File: config.mk
export PLATFORM = sky130hd
export DESIGN_NAME = mux21_rr_arbiter_flat
export DESIGN_NICKNAME = d
export VERILOG_FILES = /design/src/rtl/mux21_rr_arbiter_if.sv /design/src/rtl/mux21_rr_arbiter.sv /design/src/flat_wrapper.sv
export SDC_FILE = /design/constraint.sdc
export NUM_CORES = 1
export LEC_CHECK = 0
export CORE_MARGIN = 4
export CORE_UTILIZATION = 40
export DETAILED_ROUTE_END_ITERATION = 12
export HOLD_SLACK_MARGIN = 0.08
export PLACE_DENSITY = 0.76
export SLEW_MARGIN = 20
export SYNTH_ARGS = -nofsm -noshare
export SYNTH_HDL_FRONTEND = slang
export SYNTH_SLANG_ARGS = --single-unit
File: constraint.sdc
create_clock -name clk -period 1.5 [get_ports clk]
set_input_delay 0.3 -clock clk [delete_from_list [all_inputs] [get_ports clk]]
set_output_delay 0.3 -clock clk [all_outputs]
set_load 0.05 [all_outputs]
File: src/rtl/mux21_rr_arbiter_if.sv
// Stream bundle between two requesters, the round-robin arbiter and the shared sink.
// The arbiter connects through the slave modport; the environment uses master.
interface mux21_rr_arbiter_if #(
  parameter int DATA_W = 8,
  parameter int CNT_W  = 16
);
  logic              in0_valid;
  logic [DATA_W-1:0] in0_data;
  logic              in0_last;
  logic              in0_ready;
  logic              in1_valid;
  logic [DATA_W-1:0] in1_data;
  logic              in1_last;
  logic              in1_ready;
  logic              out_valid;
  logic [DATA_W-1:0] out_data;
  logic              out_last;
  logic              out_ready;
  logic              s;
  logic              busy;
  logic [CNT_W-1:0]  pkts0;
  logic [CNT_W-1:0]  pkts1;

  modport slave (
    input  in0_valid, in0_data, in0_last,
    input  in1_valid, in1_data, in1_last,
    input  out_ready,
    output in0_ready, in1_ready,
    output out_valid, out_data, out_last,
    output s, busy, pkts0, pkts1
  );

  modport master (
    output in0_valid, in0_data, in0_last,
    output in1_valid, in1_data, in1_last,
    output out_ready,
    input  in0_ready, in1_ready,
    input  out_valid, out_data, out_last,
    input  s, busy, pkts0, pkts1
  );
endinterface

File: src/rtl/mux21_rr_arbiter.sv
// Two-requester round-robin packet arbiter driving the select of a 2:1 stream mux.
// A grant is held for a whole packet; the datapath is combinational from the
// registered grant so beats pass with zero latency.
module mux21_rr_arbiter #(
  parameter int DATA_W = 8,
  parameter int CNT_W  = 16
) (
  input  logic                  clk,
  input  logic                  rst,
  mux21_rr_arbiter_if.slave     bus
);

  typedef enum logic [1:0] {
    IDLE = 2'b00,
    GNT0 = 2'b01,
    GNT1 = 2'b10
  } state_t;

  state_t             r_state;
  logic               r_s;
  logic               r_last_srv;
  logic [CNT_W-1:0]   r_pkts0;
  logic [CNT_W-1:0]   r_pkts1;

  logic               w_eop0;
  logic               w_eop1;
  logic               w_out_valid;
  logic [DATA_W-1:0]  w_out_data;
  logic               w_out_last;
  logic               w_in0_ready;
  logic               w_in1_ready;

  // End of packet: final beat accepted on the granted channel.
  assign w_eop0 = (r_state == GNT0) & bus.in0_valid & bus.out_ready & bus.in0_last;
  assign w_eop1 = (r_state == GNT1) & bus.in1_valid & bus.out_ready & bus.in1_last;

  // Steer the granted stream to the output and route the sink's ready back to it.
  always_comb begin
    w_out_valid = 1'b0;
    w_out_data  = {DATA_W{1'b0}};
    w_out_last  = 1'b0;
    w_in0_ready = 1'b0;
    w_in1_ready = 1'b0;
    case (r_state)
      GNT0: begin
        w_out_valid = bus.in0_valid;
        w_out_data  = bus.in0_data;
        w_out_last  = bus.in0_last;
        w_in0_ready = bus.out_ready;
      end
      GNT1: begin
        w_out_valid = bus.in1_valid;
        w_out_data  = bus.in1_data;
        w_out_last  = bus.in1_last;
        w_in1_ready = bus.out_ready;
      end
      default: begin
        w_out_valid = 1'b0;
      end
    endcase
  end

  // Grant FSM: arbitrate from IDLE, hold for a packet, hand over at packet end.
  always_ff @(posedge clk or posedge rst) begin
    if (rst) begin
      r_state    <= IDLE;
      r_s        <= 1'b0;
      r_last_srv <= 1'b1;
      r_pkts0    <= {CNT_W{1'b0}};
      r_pkts1    <= {CNT_W{1'b0}};
    end else begin
      case (r_state)
        IDLE: begin
          if (bus.in0_valid && bus.in1_valid) begin
            // Contention: serve the channel that was not served last.
            if (r_last_srv) begin
              r_state <= GNT0;
              r_s     <= 1'b0;
            end else begin
              r_state <= GNT1;
              r_s     <= 1'b1;
            end
          end else if (bus.in0_valid) begin
            r_state <= GNT0;
            r_s     <= 1'b0;
          end else if (bus.in1_valid) begin
            r_state <= GNT1;
            r_s     <= 1'b1;
          end else begin
            r_state <= IDLE;
          end
        end
        GNT0: begin
          if (w_eop0) begin
            r_last_srv <= 1'b0;
            r_pkts0    <= r_pkts0 + {{(CNT_W-1){1'b0}}, 1'b1};
            // The own valid sampled here is that of the final beat, so the grant
            // stays put unless the other channel is waiting.
            if (bus.in1_valid) begin
              r_state <= GNT1;
              r_s     <= 1'b1;
            end else if (bus.in0_valid) begin
              r_state <= GNT0;
            end else begin
              r_state <= IDLE;
            end
          end else begin
            r_state <= GNT0;
          end
        end
        GNT1: begin
          if (w_eop1) begin
            r_last_srv <= 1'b1;
            r_pkts1    <= r_pkts1 + {{(CNT_W-1){1'b0}}, 1'b1};
            if (bus.in0_valid) begin
              r_state <= GNT0;
              r_s     <= 1'b0;
            end else if (bus.in1_valid) begin
              r_state <= GNT1;
            end else begin
              r_state <= IDLE;
            end
          end else begin
            r_state <= GNT1;
          end
        end
        default: begin
          r_state <= IDLE;
        end
      endcase
    end
  end

  assign bus.out_valid = w_out_valid;
  assign bus.out_data  = w_out_data;
  assign bus.out_last  = w_out_last;
  assign bus.in0_ready = w_in0_ready;
  assign bus.in1_ready = w_in1_ready;
  assign bus.s         = r_s;
  assign bus.busy      = (r_state != IDLE);
  assign bus.pkts0     = r_pkts0;
  assign bus.pkts1     = r_pkts1;

endmodule
File: src/flat_wrapper.sv
// flat-port wrapper written by rule: the top's interface ports become plain ports
module mux21_rr_arbiter_flat 
#(
  parameter int DATA_W = 8,
  parameter int CNT_W  = 16
)
  (clk, rst, bus_in0_valid, bus_in0_data, bus_in0_last, bus_in1_valid, bus_in1_data, bus_in1_last, bus_out_ready, bus_in0_ready, bus_in1_ready, bus_out_valid, bus_out_data, bus_out_last, bus_s, bus_busy, bus_pkts0, bus_pkts1);
  mux21_rr_arbiter_if #(.DATA_W(DATA_W), .CNT_W(CNT_W)) bus_i ();
  input  logic clk;
  input  logic rst;
  input wire logic [$bits(bus_i.in0_valid)-1:0] bus_in0_valid;
  input wire logic [$bits(bus_i.in0_data)-1:0] bus_in0_data;
  input wire logic [$bits(bus_i.in0_last)-1:0] bus_in0_last;
  input wire logic [$bits(bus_i.in1_valid)-1:0] bus_in1_valid;
  input wire logic [$bits(bus_i.in1_data)-1:0] bus_in1_data;
  input wire logic [$bits(bus_i.in1_last)-1:0] bus_in1_last;
  input wire logic [$bits(bus_i.out_ready)-1:0] bus_out_ready;
  output wire logic [$bits(bus_i.in0_ready)-1:0] bus_in0_ready;
  output wire logic [$bits(bus_i.in1_ready)-1:0] bus_in1_ready;
  output wire logic [$bits(bus_i.out_valid)-1:0] bus_out_valid;
  output wire logic [$bits(bus_i.out_data)-1:0] bus_out_data;
  output wire logic [$bits(bus_i.out_last)-1:0] bus_out_last;
  output wire logic [$bits(bus_i.s)-1:0] bus_s;
  output wire logic [$bits(bus_i.busy)-1:0] bus_busy;
  output wire logic [$bits(bus_i.pkts0)-1:0] bus_pkts0;
  output wire logic [$bits(bus_i.pkts1)-1:0] bus_pkts1;
  assign bus_i.in0_valid = bus_in0_valid;
  assign bus_i.in0_data = bus_in0_data;
  assign bus_i.in0_last = bus_in0_last;
  assign bus_i.in1_valid = bus_in1_valid;
  assign bus_i.in1_data = bus_in1_data;
  assign bus_i.in1_last = bus_in1_last;
  assign bus_i.out_ready = bus_out_ready;
  assign bus_in0_ready = bus_i.in0_ready;
  assign bus_in1_ready = bus_i.in1_ready;
  assign bus_out_valid = bus_i.out_valid;
  assign bus_out_data = bus_i.out_data;
  assign bus_out_last = bus_i.out_last;
  assign bus_s = bus_i.s;
  assign bus_busy = bus_i.busy;
  assign bus_pkts0 = bus_i.pkts0;
  assign bus_pkts1 = bus_i.pkts1;
  mux21_rr_arbiter #(.DATA_W(DATA_W), .CNT_W(CNT_W)) u_core (.clk(clk), .rst(rst), .bus(bus_i));
endmodule
# [Word-level counts from Yosys, hierarchy flattened]
# Cells that the tools add are included.
[word_totals] elab_cells=52 output_inout_bits=46 regBits=36 inputBits=23
[classes] n_addsub=2 eq_ne=5 bitwise_logic=6 n_reduce_logical=9 n_mux=25
[op_table] cell="16-bit by 1-bit adder with 16-bit output (second input constant)" count=2
[op_table] cell="8-bit one-hot mux with 2 select lines" count=1
[op_table] cell="2-bit two-way mux" count=7
[op_table] cell="1-bit two-way mux" count=12
[op_table] cell="1-bit bitwise AND" count=6
[op_table] cell="1-bit one-hot mux with 2 select lines" count=3
[op_table] cell="2-bit one-hot mux with 3 select lines" count=1
[op_table] cell="2-bit by 1-bit != test with 1-bit output (second input constant)" count=2
[op_table] cell="2-bit AND reduction" count=2
[op_table] cell="4-bit AND reduction" count=1
[op_table] cell="2-bit nonzero test" count=2
[op_table] cell="1-bit one-hot mux with 3 select lines" count=1
[op_table] cell="3-bit AND reduction" count=1
[op_table] cell="3-bit nonzero test" count=1
[op_table] cell="2-bit by 1-bit == test with 1-bit output (second input constant)" count=1
[op_table] cell="2-bit == test (second input constant)" count=1
[op_table] cell="2-bit logical NOT" count=1
[op_table] cell="2-bit != test (second input constant)" count=1
[op_table] cell="1-bit logical AND" count=1

# [Depth between registers and ports, before layout]
# Gate-level depths: netlist of run 1.
[depth] word_depth=6 ltp_mapped=7 ltp_nobuf=6

# [Worst setup path before layout of run 1]
# No wires, ideal clock.
[synth_timing] path_kind="reg2out" start="register u_core.r_state[0]" end="output port bus_out_data[6]" slack_ps=-655 stages_incl_launch_ff=6 arrival_ps=1855 required_ps=1200 cell_sequence="dfrtp_1 > inv_1 > ha_1 > clkbuf_1 > a22oi_1 > nor2b_1"
[synth_between] elab_chain_cells=2 elab_cells_between_ends=3 classes_between="2 x eq/ne; 1 x mux"
[synth_rtl] element="start, declared" line="mux21_rr_arbiter.sv:19" text="state_t r_state;"
[synth_rtl] element="start signal, assigned" line="mux21_rr_arbiter.sv:66" text="r_state <= IDLE;"
[synth_rtl] element="start signal, assigned" line="mux21_rr_arbiter.sv:77" text="r_state <= GNT0;"
[synth_rtl] element="start signal, assigned" line="mux21_rr_arbiter.sv:80" text="r_state <= GNT1;"
[synth_rtl] element="2-bit == test or 2-bit by 1-bit == test with 1-bit output (tied branches)" line="mux21_rr_arbiter.sv:44" text="case (r_state)"
[synth_rtl] element="8-bit one-hot mux with 2 select lines (*)" line="mux21_rr_arbiter.sv:44"
[synth_rtl] element="end, declared" line="flat_wrapper.sv:21" text="output wire logic [$bits(bus_i.out_data)-1:0] bus_out_data;"
# Mark *: on every way between the ends. The rest lies on a longest branch, timed or not.

# [Worst setup path after layout of run 1]
[layout_timing] start="register u_core.r_state[0]" end="register u_core.r_pkts1[15] (netlist: u_core.bus.pkts1[15])"
[layout_between] elab_chain_cells=5
[layout_rtl] element="2-bit == test (*)" line="mux21_rr_arbiter.sv:35, mux21_rr_arbiter.sv:72"
[layout_rtl] element="1-bit bitwise AND (3 in series)" line="mux21_rr_arbiter.sv:35" text="assign w_eop1 = (r_state == GNT1) & bus.in1_valid & bus.out_ready & bus.in1_last;"
[layout_rtl] element="2-bit AND reduction (no source line) (*)"
[layout_rtl] element="end signal, assigned" line="mux21_rr_arbiter.sv:70" text="r_pkts1 <= {CNT_W{1'b0}};"
[layout_rtl] element="end signal, assigned" line="mux21_rr_arbiter.sv:114" text="r_pkts1 <= r_pkts1 + {{(CNT_W-1){1'b0}}, 1'b1};"
[layout_rtl] element="end, declared" line="mux21_rr_arbiter.sv:23" text="logic [CNT_W-1:0] r_pkts1;"
# Marked as above.
# A chain may end at the register's enable or synchronous reset.

==> results.txt, run 1 <==
- Synthesized area per cell: 10.7 µm²
* Kind of critical path: flop to flop
- Startpoint of the lowest-slack register-to-register path: u_core.r_state[0]$_DFF_PP0_
- Cells taking the most area after synthesis: dfrtp_1, xnor2_1, nand2_1
- Of the cells placed in the final design, the portion with a size suffix greater than 1 is 0.691.
* Setup crit start: u_core.r_state[0]$_DFF_PP0_
- Core Footprint: roughly 4500 µm²
- The largest individual stage delay along the critical path comes from the cell dfrtp_1.
- Combinational share of power: 0.689
* Insertion delay to the later sink of the worst-skew pair: a little over 0.3 ns
- Broken down by cell family, the worst path's largest delay share belongs to simple AND/OR/NAND/NOR gates.
* Worst slack after detailed placement: -0.338 ns
- Cts bufs inserted: 5
- The count of nets left with antenna violations once routing finished came out at 0.
- Of the total power, the share spent switching nets is 0.428.
- The repair_antennas step left the layout with diodes totalling 0.
- Syn Nets: about 210
* Clock-pin slew reported for the worst setup and hold paths after clock tree synthesis: roughly 0.09 ns
- For the worst flop-to-flop path, the logic depth is 9.
- The worst hold path belongs to the class primary input to asynchronous set/reset pin.
- Of the total power, registers draw 0.186.
- Post-synthesis async set-or-reset flop share: 1.00
- After detailed placement, the total cell area comes to ~3500 µm².
* Global-route total usage across every layer: 0.262
- Routability cong.: about 0.85
* Transition time of the tightest slew-check pin: ~0.39 ns
* Count of input and output buffers: just under 70
- Setup violations remaining at the end of the flow were counted as just under 50.
- The worst setup path is captured at a flop.
* Total internal power: about 4.1 mW
- Yosys mapped the design onto 30 distinct sky130hd cell types.
* Peak Freq: 477 MHz
- Minimum clock period: 2.10 ns
- Clock power frac: 0.125
- By instance count, the cell type seen most on the critical path is buf_6.
* Vertical die dimension: just under 80 µm
- First-pass iteration count of the detailed router: 6
* Violated checks: setup timing
- Wire length after detailed routing: 10.1 mm
- For the worst setup path, the data required time is between 1.5 and 2 ns.
- In this run the cell area of the synthesized design comes to between 1500 and 2000 µm².
- Switching Power: between 3 and 4 mW
- The tool flagged a number of max-cap violations equal to 0.
- After detailed routing, the average wire length per cell comes to 28.1 µm.
- TritonCTS built the clock tree.
- Summed over all nets, the half-perimeter wirelength after detailed placement is roughly 4.0 mm.
* CTS sink cnt: 36
- VDD sags by at most roughly 1.8 mV.
* Wire length of the first global-routing pass: roughly 12 mm
- The synthesized design spends more area on one cell type than any other, namely dfrtp_1.
* Critical path buffers and inverters: 4
- After detailed routing, the number of remaining DRC violations is 0.
- The flow ran to the end, but the final reports show violations.
- Width of the die: a little under 80 µm
- Final instance area: 4270 µm²
* Number of placement rows: 24
- STA puts the critical path data arrival time at around 2.3 ns.
- The initial antenna violation count came to 0.
- Leakage power: around 1.9 nW
- Die area: between 5000 and 6000 µm²
- In the final timing run, aggregate negative setup slack is -17.14 ns.
- Cell at the root of the clock tree: clkbuf_8
- Routed vias: ~2.2k
- Global route total overflow: 0
- In this run, synthesis inferred 0 flip-flops with an integrated enable.
* Relative slew slack: 0.737
- The number of global-route vias before repair was 2,211.
- Final worst path period share: 1.40
- The initial utilization of the core area, before any placement, comes to 0.426.
- Along the worst path, the maximum fanout reaches 6.
- H-tree level count: 2
- Peak per-stage delay on the critical path: ~0.42 ns
* Area growth syn-to-layout: 124%
* Number of design-rule violations left by the first detailed-router iteration: 210
- Worst path cell trace: inv_2 > ha_4 > buf_6 > buf_6 > nand4_4 > nor4_4 > buf_4 > nand4_1 > xnor2_1
- The cell count after synthesis came out at 179.
- Final Hold Violating Endpoints: 0
- Post-route setup slack: -0.598 ns
* Largest net degree at the start of global routing: 37
- PwrDens: 1700 nW/µm²
- Post-CTS Hold Buffers: 0
* Sequential-to-total area share from yosys stat: 0.473
- The share of synthesized area in the top cell type comes to 0.459.
- Setup repair after global routing missed its margin: true
* Fin Clk Skew: 0.0157 ns
* Total of flip-flops plus latches after synthesis: 36
* Max Root-Sink Buffers: 2
- Number of cells on the critical path: 9
- The net count of the finished layout is between 300 and 400.
* Count of pins on the block boundary: 69
- During synthesis, Yosys emitted a total of 0 warnings.
- The count of pins over their slew limit was 0.
* Routed vias/inst: 6.17
- Element type at the critical path start: flop
- In the synthesized netlist the dominant register cell turns out to be dfrtp_1.
-- cells in the final DEF (no fill, tap or decap), types with 5 or more instances in the layout --
| master | n |
|---|---|
| clkdlybuf4s50_1 | 22 |
| dfrtp_2 | 21 |
| nand2_2 | 6 |
| buf_4 | 27 |
| clkbuf_8 | 5 |
| nand3_2 | 5 |
| nand4_1 | 7 |
| buf_6 | 26 |
| nand2_4 | 6 |
| a22oi_2 | 8 |
| xnor2_2 | 8 |
| dfrtp_1 | 14 |
| nand2_1 | 10 |
| xor2_1 | 6 |
| nor2b_4 | 10 |
| xnor2_1 | 14 |
| buf_12 | 48 |
| ha_4 | 5 |
-- worst paths after layout --
kind / slack (ns) / endpoint
min in group clk: 0.53 / u_core.bus.pkts1[10]$_DFFE_PP0P_
worst max register to register: -0.60 / u_core.bus.pkts1[15]$_DFFE_PP0P_
worst min-delay path: 0.37 / u_core.bus.pkts1[14]$_DFFE_PP0P_
max in group asynchronous: 0.89 / u_core.r_last_srv$_DFFE_PP1P_
worst max-delay path: -0.60 / u_core.bus.pkts1[15]$_DFFE_PP0P_
worst min register to register: 0.53 / u_core.bus.pkts1[10]$_DFFE_PP0P_
-- final cells by class --
class	instances	area, µm²
Clock buffer	5	68.8
Clock inverter	3	42.5
Fill cell	97	206
Inverter	7	28.8
Multi-Input combinational cell	132	1440
Sequential cell	36	928
Tap cell	52	65.1
Timing Repair Buffer	124	1690
-- through the flow --
step	hold slack (ns)	total power [mW]	utilization	instances
final	0.368	7.24	0.954	359
after global routing	0.397	7.42	0.954	359
after CTS	0.374	6.35	0.885	348
after detailed placement	0.510	4.74	0.780	322
after global placement	0.496	4.69	0.780	322
after floorplan	0.447	3.27	-	179
-- worst min-delay path, cell delays in order --
cell,delay [ns]
clkdlybuf4s50_1,0.41
inv_1,0.10
buf_12,0.23
-- flip-flops by register name (all words and copies together), names as in the netlist --
register / flops
u_core.r_last_srv: 1
u_core.bus.pkts1: 16
u_core.r_state: 2
u_core.bus.s: 1
u_core.bus.pkts0: 16
-- cell usage after synthesis, types with 5 or more instances --
| cell type | number |
|---|---|
| nand2_1 | 22 |
| nor2b_1 | 10 |
| inv_1 | 7 |
| dfrtp_1 | 35 |
| ha_1 | 6 |
| nor2_1 | 5 |
| xor2_1 | 8 |
| a22oi_1 | 10 |
| xnor2_1 | 22 |
| nand4_1 | 7 |
| nand3_1 | 9 |
| and4_1 | 5 |
| a21oi_1 | 6 |
-- routing by layer --
layer  global-route usage  up-vias  part of all wire
met4               0.0890        0             0.073
met2                0.492      160              0.53
met3               0.0492       68             0.057
met1                0.295     1104              0.34
met5                    0        -                 0
li1                     -      883                 -
-- power groups by stage --
stage	clock network (mW)	registers, mW	logic, mW
floorplan	0	1.55	1.72
global placement	0	1.31	3.38
detailed placement	0	1.32	3.42
CTS	0.868	1.30	4.18
global route	0.939	1.36	5.12
finish	0.903	1.35	4.99
-- what timing repair did --
item                       CTS  global route
setup endpoints to repair   45            49
pin swaps                   37            30
gates resized for setup     54            50
setup buffers               18            15
-- cell families after synthesis --
| kind of cell | Yosys count | synth area share |
|---|---|---|
| compound gates | 21 | 0.0761 |
| flops | 36 | 0.473 |
| fa+ha+maj | 6 | 0.0394 |
| simple gates | 75 | 0.251 |
| xor+xnor | 30 | 0.138 |
| buf+inv | 11 | 0.0223 |
Power figures use the tool's default switching activity.
==> run 2, diff against run 1 <==
- CORE_MARGIN: 4 -> 1
- SETUP_SLACK_MARGIN: default -> 0.05
==> results.txt, run 2 (same netlist as run 1, synthesis figures left out) <==
* Count of antenna diodes in the layout: 0
- Area growth syn-to-layout: 107%
* Critical Path Sink Type: primary output
- Across the run, the number of max-cap violations was 0.
- After layout, the worst setup slack is -0.404 ns.
- For this design the static power due to leakage is between 1.5 and 2 nW.
- Routed vias/inst: around 5.4
- Walking the worst path, the cells encountered are inv_2 > ha_4 > buf_8 > a22oi_2 > nor2b_4 > buf_12.
- Fin Clk Skew: around 0.0059 ns
- Highest-count cells in the layout ignoring fill and taps: buf_12, buf_4, clkdlybuf4s50_1
- The die is 71.0 µm wide.
- Most frequent standard cell in the layout excluding fill and tap cells: buf_12
* CTS sink cnt: 36
* Switching Share: 0.408
- The critical path is of the flop to primary output type.
* Total internal power: about 3.7 mW
* Transition time of the tightest slew-check pin: ~0.35 ns
- The first global-routing pass estimated 9.36 mm of wire.
- Max Root-Sink Buffers: 2
- The number of global-route vias before repair was ~1.9k.
- Final Hold Violating Endpoints: 0
- Number of antenna violations at the first check in global routing: 0
* PwrDens: approximately 1600 nW/µm²
- Count of input and output buffers: 68
* Global route total overflow: 0
- Detailed placer's ending HPWL: just under 4 mm
* Pwr Total: between 6 and 7 mW
- Antenna-violating nets left: 0
* Count of pins on the block boundary: slightly below 70
- Hold crit path type: primary input to asynchronous set/reset pin
- The initialized floorplan defines 24 standard-cell rows.
- Data required time at the worst endpoint: around 1.2 ns
- Violated checks: setup timing
- In the final layout, the share of cells above drive strength 1 is 0.597.
- Final #Nets: about 320
* CP arrival: approximately 1.6 ns
- Outcome: finished with violations
* Insertion delay to the later sink of the worst-skew pair: about 0.29 ns
* Peak per-stage delay on the critical path: ~0.44 ns
- Setup repair after global routing missed its margin: true
- Routability-driven placement finished with a final weighted congestion of between 0.7 and 0.8.
* Clock-pin slew reported for the worst setup and hold paths after clock tree synthesis: ~0.08 ns
* Core Footprint: approximately 4500 µm²
- Vertical die dimension: a little over 70 µm
- Sequential cell area: slightly above 900 µm²
- Relative slew slack: 0.767
- DR DRC count: 0
- Element type at the critical path start: flop
- Setup violations remaining at the end of the flow were counted as between 40 and 50.
- Across every metal layer, demand over resource in global routing totals 0.239.
- Highest ir drop seen on vdd: 1.73 mV
- Post-placement cell count: between 300 and 400
* Final Util: 0.883
- Largest net degree at the start of global routing: 37
* CTS tree: done
* Die area: a little over 5000 µm²
- CTS built an H-tree with a depth of 2.
- The final route contains 1,861 vias.
- Minimum clock period: 1.90 ns
- Summing all placed instances gives a cell area of 3460 µm².
- Fillers: between 150 and 200
* Final instance area: roughly 4000 µm²
- For this design the total switching power over the nets is roughly 2.5 mW.
- Final worst path period share: 1.27
- Peak Freq: 525 MHz
- Dividing the detail-routed wire length by the instance count gives approximately 19 µm.
* Cts bufs inserted: 5
- Clock power frac: 0.136
- The share of total power dissipated in combinational logic is 0.649.
- The share of total power dissipated in sequential elements is 0.215.
- The final layout contains routed wiring with a total length of around 6.5 mm.
- Max-slew violation count: 0
- Clock tree synthesis selected as its root buffer the cell clkbuf_8.
- For this configuration, the core starts out at a cell density of 0.426.
- First-pass iteration count of the detailed router: 6
* Maximum fanout along the worst path: 8
- For this block, the initial DRC count from the detailed router was a little under 80.
* Area used by multi-input combinational logic: 1290 µm²
- After the flow finishes, the layout carries non-filler instances totaling roughly 350.
- Critical-path top delay cell: dfrtp_1
run 2: cell type report:
| cell class | count | share of cell area |
|---|---|---|
| Clock inverter | 2 | 0.00886 |
| Clock buffer | 6 | 0.0184 |
| Timing Repair Buffer | 110 | 0.389 |
| Sequential cell | 36 | 0.235 |
| Inverter | 7 | 0.00728 |
| Tap cell | 52 | 0.0165 |
| Multi-Input combinational cell | 132 | 0.325 |
run 2: path summary, 6_finish.rpt:
path,start,to,slack (ns),depth (start not counted)
hold reg to reg,u_core.bus.pkts1[6]$_DFFE_PP0P_,u_core.bus.pkts1[6]$_DFFE_PP0P_,0.53,1
setup reg to reg,u_core.r_state[0]$_DFF_PP0_,u_core.bus.s$_DFFE_PP0P_,-0.36,8
max in group asynchronous,rst,u_core.r_last_srv$_DFFE_PP1P_,0.89,3
hold / removal,rst,u_core.bus.pkts0[11]$_DFFE_PP0P_,0.36,3
min in group clk,u_core.bus.pkts1[6]$_DFFE_PP0P_,u_core.bus.pkts1[6]$_DFFE_PP0P_,0.53,1
setup / recovery,u_core.r_state[0]$_DFF_PP0_,bus_out_data[4],-0.40,6
run 2: power groups by stage:
| stage | clock network (mW) | registers, mW | logic, mW |
|---|---|---|---|
| finish | 0.844 | 1.34 | 4.03 |
| CTS | 0.845 | 1.33 | 3.78 |
| global placement | 0 | 1.33 | 3.32 |
| detailed placement | 0 | 1.33 | 3.38 |
| floorplan | 0 | 1.55 | 1.72 |
| global route | 0.891 | 1.36 | 4.18 |
run 2: timing repair:
item / CTS / global route
setup buffers: 10 / 11
resized for setup: 33 / 28
hold buffers: 0 / 0
pin swaps: 17 / 19
endpoints found under the setup margin: 47 / 47
run 2: metal layers:
layer  track usage  routed length, µm  share of wire
met4        0.0644                142          0.022
met1         0.300               2680           0.41
met5             0                  0              0
met3        0.0556                240          0.037
met2         0.417               3480           0.53
run 2: worst max-delay path: cells and delay by family (launching register included):
kind	cells	cell delay, ns
flops	1	0.44
compound gates	1	0.21
simple gates	1	0.07
fa+ha+maj	1	0.21
buf+inv	3	0.39
run 2: per-stage QoR:
step / TNS (ns) / setup slack, ns / hold WS [ns]
floorplan: -0.987 / -0.103 / 0.447
global placement: -8.49 / -0.297 / 0.497
detailed placement: -10.09 / -0.370 / 0.513
CTS: -7.87 / -0.401 / 0.367
global route: -14.33 / -0.477 / 0.401
finish: -11.31 / -0.404 / 0.362
